## src/rtl/fmul_seq.sv

```systemverilog
// ---------------------------------------------------------------------------
// fmul_seq -- iterative FP32 multiplier (shift-add, RADIX_BITS bits per cycle)
//
// Operands arrive unpacked (sign, biased exp, 23-bit fraction). The result
// leaves unpacked as sign, biased exp and {1'b0, 23-bit fraction} for the
// pack/writeback stage. Denormal operands are flushed to zero.
//
// Build option:
//   FMUL_ROUND_RNE_EN  defined   -> round-to-nearest-even in NORM
//                      undefined -> truncate (default)
//   Latency is the same in both builds.
//
// Ports:
//   clk, rst_n             clock (rising edge), async active-low reset
//   in_valid / in_ready    operand handshake; in_ready is high only in IDLE
//   A_sign/A_exp/A_frac    operand A
//   B_sign/B_exp/B_frac    operand B
//   out_valid / out_ready  result handshake; result held until accepted
//   sign, exp, frac        result fields
//   error                  invalid operation (NaN result)
//   overflow               result is +/-inf
//
// Handshake rule (both sides): a transfer happens on a rising edge where
// valid and ready are both high; the sender keeps valid and data stable
// until that edge.
//
// FSM: IDLE -> MUL (N = 24/RADIX_BITS cycles) -> NORM -> DONE -> IDLE.
//      Special operands go straight IDLE -> DONE.
// ---------------------------------------------------------------------------
module fmul_seq #(
    parameter int RADIX_BITS = 1
) (
    input  logic        clk,
    input  logic        rst_n,
    input  logic        in_valid,
    output logic        in_ready,
    input  logic        A_sign,
    input  logic [7:0]  A_exp,
    input  logic [22:0] A_frac,
    input  logic        B_sign,
    input  logic [7:0]  B_exp,
    input  logic [22:0] B_frac,
    output logic        out_valid,
    input  logic        out_ready,
    output logic        sign,
    output logic [7:0]  exp,
    output logic [23:0] frac,
    output logic        error,
    output logic        overflow
);

    localparam int N = 24 / RADIX_BITS;
    localparam logic [4:0] LAST_CNT = 5'(N - 1);

    typedef enum logic [1:0] {
        S_IDLE = 2'd0,
        S_MUL  = 2'd1,
        S_NORM = 2'd2,
        S_DONE = 2'd3
    } state_t;

    state_t      state_q, state_d;
    logic [4:0]  cnt_q, cnt_d;
    logic [47:0] mcand_q, mcand_d;     // {1,A_frac}, shifted left each MUL cycle
    logic [23:0] mplier_q, mplier_d;   // {1,B_frac}, shifted right each MUL cycle
    logic [47:0] acc_q, acc_d;
    logic [7:0]  a_exp_q, a_exp_d;
    logic [7:0]  b_exp_q, b_exp_d;
    logic        op_sign_q, op_sign_d;

    logic        sign_q, sign_d;
    logic [7:0]  exp_q, exp_d;
    logic [23:0] frac_q, frac_d;
    logic        error_q, error_d;
    logic        overflow_q, overflow_d;

    // ---------------- operand classification (on the input bus) -------------
    logic a_zero, a_inf, a_nan, b_zero, b_inf, b_nan;
    logic cls_invalid, cls_inf, cls_zero;

    always_comb begin
        a_zero = (A_exp == 8'h00);
        b_zero = (B_exp == 8'h00);
        a_inf  = (A_exp == 8'hff) && (A_frac == 23'h0);
        b_inf  = (B_exp == 8'hff) && (B_frac == 23'h0);
        a_nan  = (A_exp == 8'hff) && (A_frac != 23'h0);
        b_nan  = (B_exp == 8'hff) && (B_frac != 23'h0);
        cls_invalid = a_nan | b_nan | (a_zero & b_inf) | (a_inf & b_zero);
        cls_inf     = a_inf | b_inf;
        cls_zero    = a_zero | b_zero;
    end

    // ---------------- one shift-add step -------------------------------------
    logic [47:0] partial;
    always_comb begin
        partial = mcand_q * {{(48 - RADIX_BITS){1'b0}}, mplier_q[RADIX_BITS-1:0]};
    end

    // ---------------- normalisation / rounding -------------------------------
    logic [22:0] norm_f;
    logic        guard_bit, sticky_bit, e_inc;
    logic [23:0] f_rnd;      // bit 23 is the mantissa carry-out of rounding
    logic [9:0]  e_norm;     // signed exponent after normalisation/rounding

    always_comb begin
        if (acc_q[47]) begin
            norm_f     = acc_q[46:24];
            guard_bit  = acc_q[23];
            sticky_bit = |acc_q[22:0];
            e_inc      = 1'b1;
        end else begin
            norm_f     = acc_q[45:23];
            guard_bit  = acc_q[22];
            sticky_bit = |acc_q[21:0];
            e_inc      = 1'b0;
        end
        e_norm = {2'b00, a_exp_q} + {2'b00, b_exp_q} - 10'd127 + {9'd0, e_inc};
`ifdef FMUL_ROUND_RNE_EN
        f_rnd = {1'b0, norm_f} + {23'd0, guard_bit & (sticky_bit | norm_f[0])};
        // Carry-out leaves f_rnd[22:0] == 0 and bumps the exponent.
        if (f_rnd[23]) begin
            e_norm = e_norm + 10'd1;
        end
`else
        f_rnd = {1'b0, norm_f};
`endif
    end

`ifndef FMUL_ROUND_RNE_EN
    // Guard/sticky only feed the rounding build.
    logic unused_round_bits;
    assign unused_round_bits = guard_bit ^ sticky_bit ^ f_rnd[23];
`endif

    // ---------------- next-state logic ---------------------------------------
    always_comb begin
        state_d    = state_q;
        cnt_d      = cnt_q;
        mcand_d    = mcand_q;
        mplier_d   = mplier_q;
        acc_d      = acc_q;
        a_exp_d    = a_exp_q;
        b_exp_d    = b_exp_q;
        op_sign_d  = op_sign_q;
        sign_d     = sign_q;
        exp_d      = exp_q;
        frac_d     = frac_q;
        error_d    = error_q;
        overflow_d = overflow_q;

        case (state_q)
            S_IDLE: begin
                if (in_valid) begin
                    op_sign_d = A_sign ^ B_sign;
                    a_exp_d   = A_exp;
                    b_exp_d   = B_exp;
                    mcand_d   = {24'd0, 1'b1, A_frac};
                    mplier_d  = {1'b1, B_frac};
                    acc_d     = 48'd0;
                    cnt_d     = 5'd0;
                    if (cls_invalid || cls_inf || cls_zero) begin
                        // Specials bypass the datapath entirely.
                        state_d    = S_DONE;
                        sign_d     = A_sign ^ B_sign;
                        error_d    = cls_invalid;
                        overflow_d = ~cls_invalid & cls_inf;
                        if (cls_invalid) begin
                            exp_d  = 8'hff;
                            frac_d = 24'h000011;
                        end else if (cls_inf) begin
                            exp_d  = 8'hff;
                            frac_d = 24'h0;
                        end else begin
                            exp_d  = 8'h00;
                            frac_d = 24'h0;
                        end
                    end else begin
                        state_d = S_MUL;
                    end
                end
            end

            S_MUL: begin
                acc_d    = acc_q + partial;
                mcand_d  = mcand_q << RADIX_BITS;
                mplier_d = mplier_q >> RADIX_BITS;
                cnt_d    = cnt_q + 5'd1;
                if (cnt_q == LAST_CNT) begin
                    state_d = S_NORM;
                end
            end

            S_NORM: begin
                state_d = S_DONE;
                sign_d  = op_sign_q;
                error_d = 1'b0;
                if ($signed(e_norm) >= $signed(10'd255)) begin
                    overflow_d = 1'b1;
                    exp_d      = 8'hff;
                    frac_d     = 24'h0;
                end else if ($signed(e_norm) <= $signed(10'd0)) begin
                    overflow_d = 1'b0;
                    exp_d      = 8'h00;
                    frac_d     = 24'h0;
                end else begin
                    overflow_d = 1'b0;
                    exp_d      = e_norm[7:0];
                    frac_d     = {1'b0, f_rnd[22:0]};
                end
            end

            S_DONE: begin
                if (out_ready) begin
                    state_d = S_IDLE;
                end
            end

            default: state_d = S_IDLE;
        endcase
    end

    // ---------------- registers ----------------------------------------------
    always_ff @(posedge clk or negedge rst_n) begin
        if (!rst_n) begin
            state_q    <= S_IDLE;
            cnt_q      <= 5'd0;
            mcand_q    <= 48'd0;
            mplier_q   <= 24'd0;
            acc_q      <= 48'd0;
            a_exp_q    <= 8'd0;
            b_exp_q    <= 8'd0;
            op_sign_q  <= 1'b0;
            sign_q     <= 1'b0;
            exp_q      <= 8'd0;
            frac_q     <= 24'd0;
            error_q    <= 1'b0;
            overflow_q <= 1'b0;
        end else begin
            state_q    <= state_d;
            cnt_q      <= cnt_d;
            mcand_q    <= mcand_d;
            mplier_q   <= mplier_d;
            acc_q      <= acc_d;
            a_exp_q    <= a_exp_d;
            b_exp_q    <= b_exp_d;
            op_sign_q  <= op_sign_d;
            sign_q     <= sign_d;
            exp_q      <= exp_d;
            frac_q     <= frac_d;
            error_q    <= error_d;
            overflow_q <= overflow_d;
        end
    end

    // ---------------- outputs ------------------------------------------------
    assign in_ready  = (state_q == S_IDLE);
    assign out_valid = (state_q == S_DONE);
    assign sign      = sign_q;
    assign exp       = exp_q;
    assign frac      = frac_q;
    assign error     = error_q;
    assign overflow  = overflow_q;

endmodule

```

## config.mk

```make
export PLATFORM = sky130hd
export DESIGN_NAME = fmul_seq
export DESIGN_NICKNAME = d
export VERILOG_FILES = /design/src/rtl/fmul_seq.sv
export SDC_FILE = /design/constraint.sdc
export NUM_CORES = 1
export LEC_CHECK = 0
export BUFFER_PORTS_ARGS = -buffer_cell sky130_fd_sc_hd__buf_4
export CORE_MARGIN = 10
export CORE_UTILIZATION = 25
export CTS_CLUSTER_DIAMETER = 100
export DETAILED_ROUTE_END_ITERATION = 7
export PLACE_DENSITY_LB_ADDON = 0.05
export SETUP_SLACK_MARGIN = 0.05
export SLEW_MARGIN = 20
export SYNTH_ARGS = -nofsm -noshare
export SYNTH_HDL_FRONTEND = slang
export SYNTH_SLANG_ARGS = --single-unit
```

## constraint.sdc

```tcl
create_clock -name clk -period 4.05 [get_ports clk]
set_input_delay 0.81 -clock clk [delete_from_list [all_inputs] [get_ports clk]]
set_output_delay 0.81 -clock clk [all_outputs]
set_load 0.1 [all_outputs]
```

==> flow_summary.json <==
{
  "arrival_ps": 4100,
  "cts_sinks": 178,
  "grt_pass1_vias": 9290,
  "initial_core_util_pct": 25.4,
  "period_share_pct": 92.5,
  "status": "complete, no violations",
  "seq_area_sq_um": 4450,
  "dr.pass1.iters": 4,
  "finalHoldViolCount": 0,
  "fillers": 4596,
  "p_sw_share_pct": 47.8,
  "diodes": 0,
  "die_area_sq_um": 52800,
  "yosysWarningCount": 0,
  "ys_seq_elements": 178,
  "min_period_ps": 3740,
  "synth_top_family_by_area": "compound AO/OA/AOI/OAI gates",
  "hpwl_mm": 24.5,
  "avgSynthCellArea_sq_um": 9.27,
  "crit_buf_inv": 4,
  "holdCritPathClass": "in2async",
  "synth_compound_area_share_pct": 20.3,
  "drc": 0,
  "die_w_um": 230,
  "crit_slowest_cell": "or4b_1",
  "synth_edf_count": 0,
  "ir_drop_mv": 0.414,
  "crit_type": "reg2reg",
  "yosysSeqAreaShare_pct": 40.5,
  "viasPerCell": 4.69,
  "synthXorXnorAreaFrac_pct": 3.98,
  "muxShareOfSynthArea_pct": 7.83,
  "relSlewSlack_pct": 38.9,
  "pwr-share-comb_pct": 55.1,
  "p_int_w": 0.00542,
  "clock-root-buffer": "clkbuf_16",
  "ys.flop_type": "dfrtp_1",
  "worstMarginPinSlew_ps": 917,
  "stdcell_count": 1869,
  "wl_per_cell_um": 17.8,
  "p_leak_nw": 5.85,
  "synth.area.top_cells": "dfrtp_1 (40%), ha_1 (7.7%), mux2i_1 (6.2%)",
  "clockPowerShare_pct": 16.2,
  "clk_latency_ps": 490,
  "cts_tree": "yes",
  "tns_ps": 0,
  "synth.most_common_cell": "dfrtp_1",
  "pre_cts_ws_ps": 152,
  "crit_family": "simple AND/OR/NAND/NOR gates",
  "gp_congestion": 0.754,
  "first_iter_violations": 463,
  "synth_area_leader_cell": "dfrtp_1",
  "yosysUniqueCellTypes": 69,
  "multi_input_area_sq_um": 6200,
  "port_buffers": 103,
  "synthAdderAreaFrac_pct": 8.10,
  "rsz0062_at_grt": "true",
  "power_density_nw_per_um2": 791,
  "antenna_found_initial": 0,
  "vias": 8758,
  "cts_made_buffers": 17,
  "rows": 76,
  "crit_path_max_fanout": 8,
  "fp.dieH_um": 230,
  "area_growth_pct": 19.4,
  "synthSimpleGateAreaFrac_pct": 15.8,
  "max_clock_freq_ghz": 0.267,
  "synthCells": 1187,
  "coreArea_sq_um": 43300,
  "total_power_w": 0.0104,
  "clkTransAtPathRegs_ps": 70,
  "syn_area_sq_um": 11000,
  "setup_ws_ps": 305,
  "htree_levels": 4,
  "worstPathRequired_ps": 4410,
  "grt_pass1_wl_mm": 54.0,
  "finalWirelength_mm": 33.3,
  "fin_nets": 1412,
  "synth_top_area_share_pct": 40.5,
  "setup_violations": 0,
  "crit_chain": "inv_2 -> ha_1 -> inv_1 -> ha_1 -> inv_1 -> fa_1 -> nand2b_1 -> a21boi_2 -> o21ai_1 -> and2_1 -> or4b_1 -> or4_1 -> o31a_4 -> nand4_4 -> buf_12 -> o21ai_0",
  "slowest_delay_ps": 460,
  "clock_path_buffers": 2,
  "grt_util_all_layers_pct": 12.9,
  "final_layout_size_suffix_gt1_share_pct": 15.7,
  "syn_nets": 1325,
  "p_seq_share_pct": 28.8,
  "power_switching_w": 0.00497,
  "dp_cells": 1835,
  "ioPinCount": 105,
  "grt_max_degree": 89,
  "synth_commonest_cells": "dfrtp_1 (178), nand2_1 (172), o21ai_0 (132), a21oi_1 (74)",
  "maxSlewViolCount": 0,
  "end_kind": "register",
  "grt_overflow": 0,
  "reg2reg_slack_ps": 310,
  "cap_violations": 0,
  "whs_ps": 365,
  "final_antenna_net_count": 0,
  "crit_path_start_kind": "register",
  "async_reset_ff_share_pct": 100,
  "clock_skew_ps": 8.75
}
## cell families (layout without fill, tap and decap cells)
| group | count (synthesis) | after routing |
|---|---|---|
| AO/OA/AOI/OAI | 354 | 354 |
| adder cells (fa/ha/maj) | 70 | 70 |
| AND/OR/NAND/NOR | 359 | 359 |
| flip-flops | 178 | 178 |
| XOR/XNOR | 50 | 50 |
| buffers and inverters | 91 | 188 |
| other | 1 | 1 |
| multiplexers | 84 | 84 |
## placed cells by master (no fill, tap or decap), drive strengths merged, types with 3 or more instances in the layout
cell,instances
or4,6
a22o,28
nand2,172
a31oi,4
or3,4
xnor2,30
inv,30
o31ai,8
nand4,23
nor4,11
and3,6
nand2b,7
o22ai,4
xor2,20
nor2,38
o21ai,154
o21a,8
nor3,14
nand3,12
o31a,5
a21o,26
buf,127
o21bai,10
clkbuf,25
o211a,3
and2,51
nor2b,5
ha,68
dfrtp,178
mux2i,68
o211ai,5
clkinv,3
mux2,16
a211oi,5
a21boi,3
a21oi,74
## repair_timing
action	in CTS	in global routing
endpoints found under the setup margin	0	22
resized for setup	0	5
hold buffers	0	0
setup buffers	0	4
endpoints found under the hold margin	0	0
## path summary, 6_finish.rpt
kind	from	endpoint	depth (start not counted)
worst min register to register	frac[13]	frac[13]	2
max in group asynchronous	rst_n	mplier_q[11]	2
worst min-delay path	rst_n	frac[10]	1
worst max register to register	acc_q[47]	frac[22]	16
min in group clk	frac[13]	frac[13]	2
worst max-delay path	acc_q[47]	frac[22]	16
## sequential cells by signal, indices dropped and copies added (netlist names)
name,cells
mplier_q,24
sign,1
mcand_q,48
state_q,2
op_sign_q,1
exp,8
b_exp_q,8
error,1
overflow,1
cnt_q,5
acc_q,48
a_exp_q,8
frac,23
## through the flow
step           instance area (sq um)  util, %
4_1_cts                        13100     30.2
2_1_floorplan                  11000        -
3_3_place_gp                   12500     28.9
5_1_grt                        13100     30.4
3_5_place_dp                   12500     28.9
6_report                       13100     30.4
## final cells by class
type                    count  share of cell area [%]
clock buffers              23                    3.56
clock inverters             6                   0.629
inverters                  30                   0.857
multi-input cells         918                    47.2
repair buffers            129                    8.22
well taps                 585                    5.57
flip-flops and latches    178                    33.9
## layer usage
layer	GRT usage (%)	vias to the layer above	wire length [um]
met5	0	-	0
met4	4.81	0	521
met3	2.67	21	964
met2	19.7	96	15100
met1	17.5	4200	16700
li1	-	4441	-
## power groups by stage
stage	registers, W	clock network [W]	logic [W]
floorplan	0.00356	0	0.00360
CTS	0.00301	0.00176	0.00578
detailed placement	0.00304	0	0.00576
global route	0.00310	0.00182	0.00639
finish	0.00299	0.00168	0.00572
global placement	0.00304	0	0.00578
(Power assumes the default switching activity.)
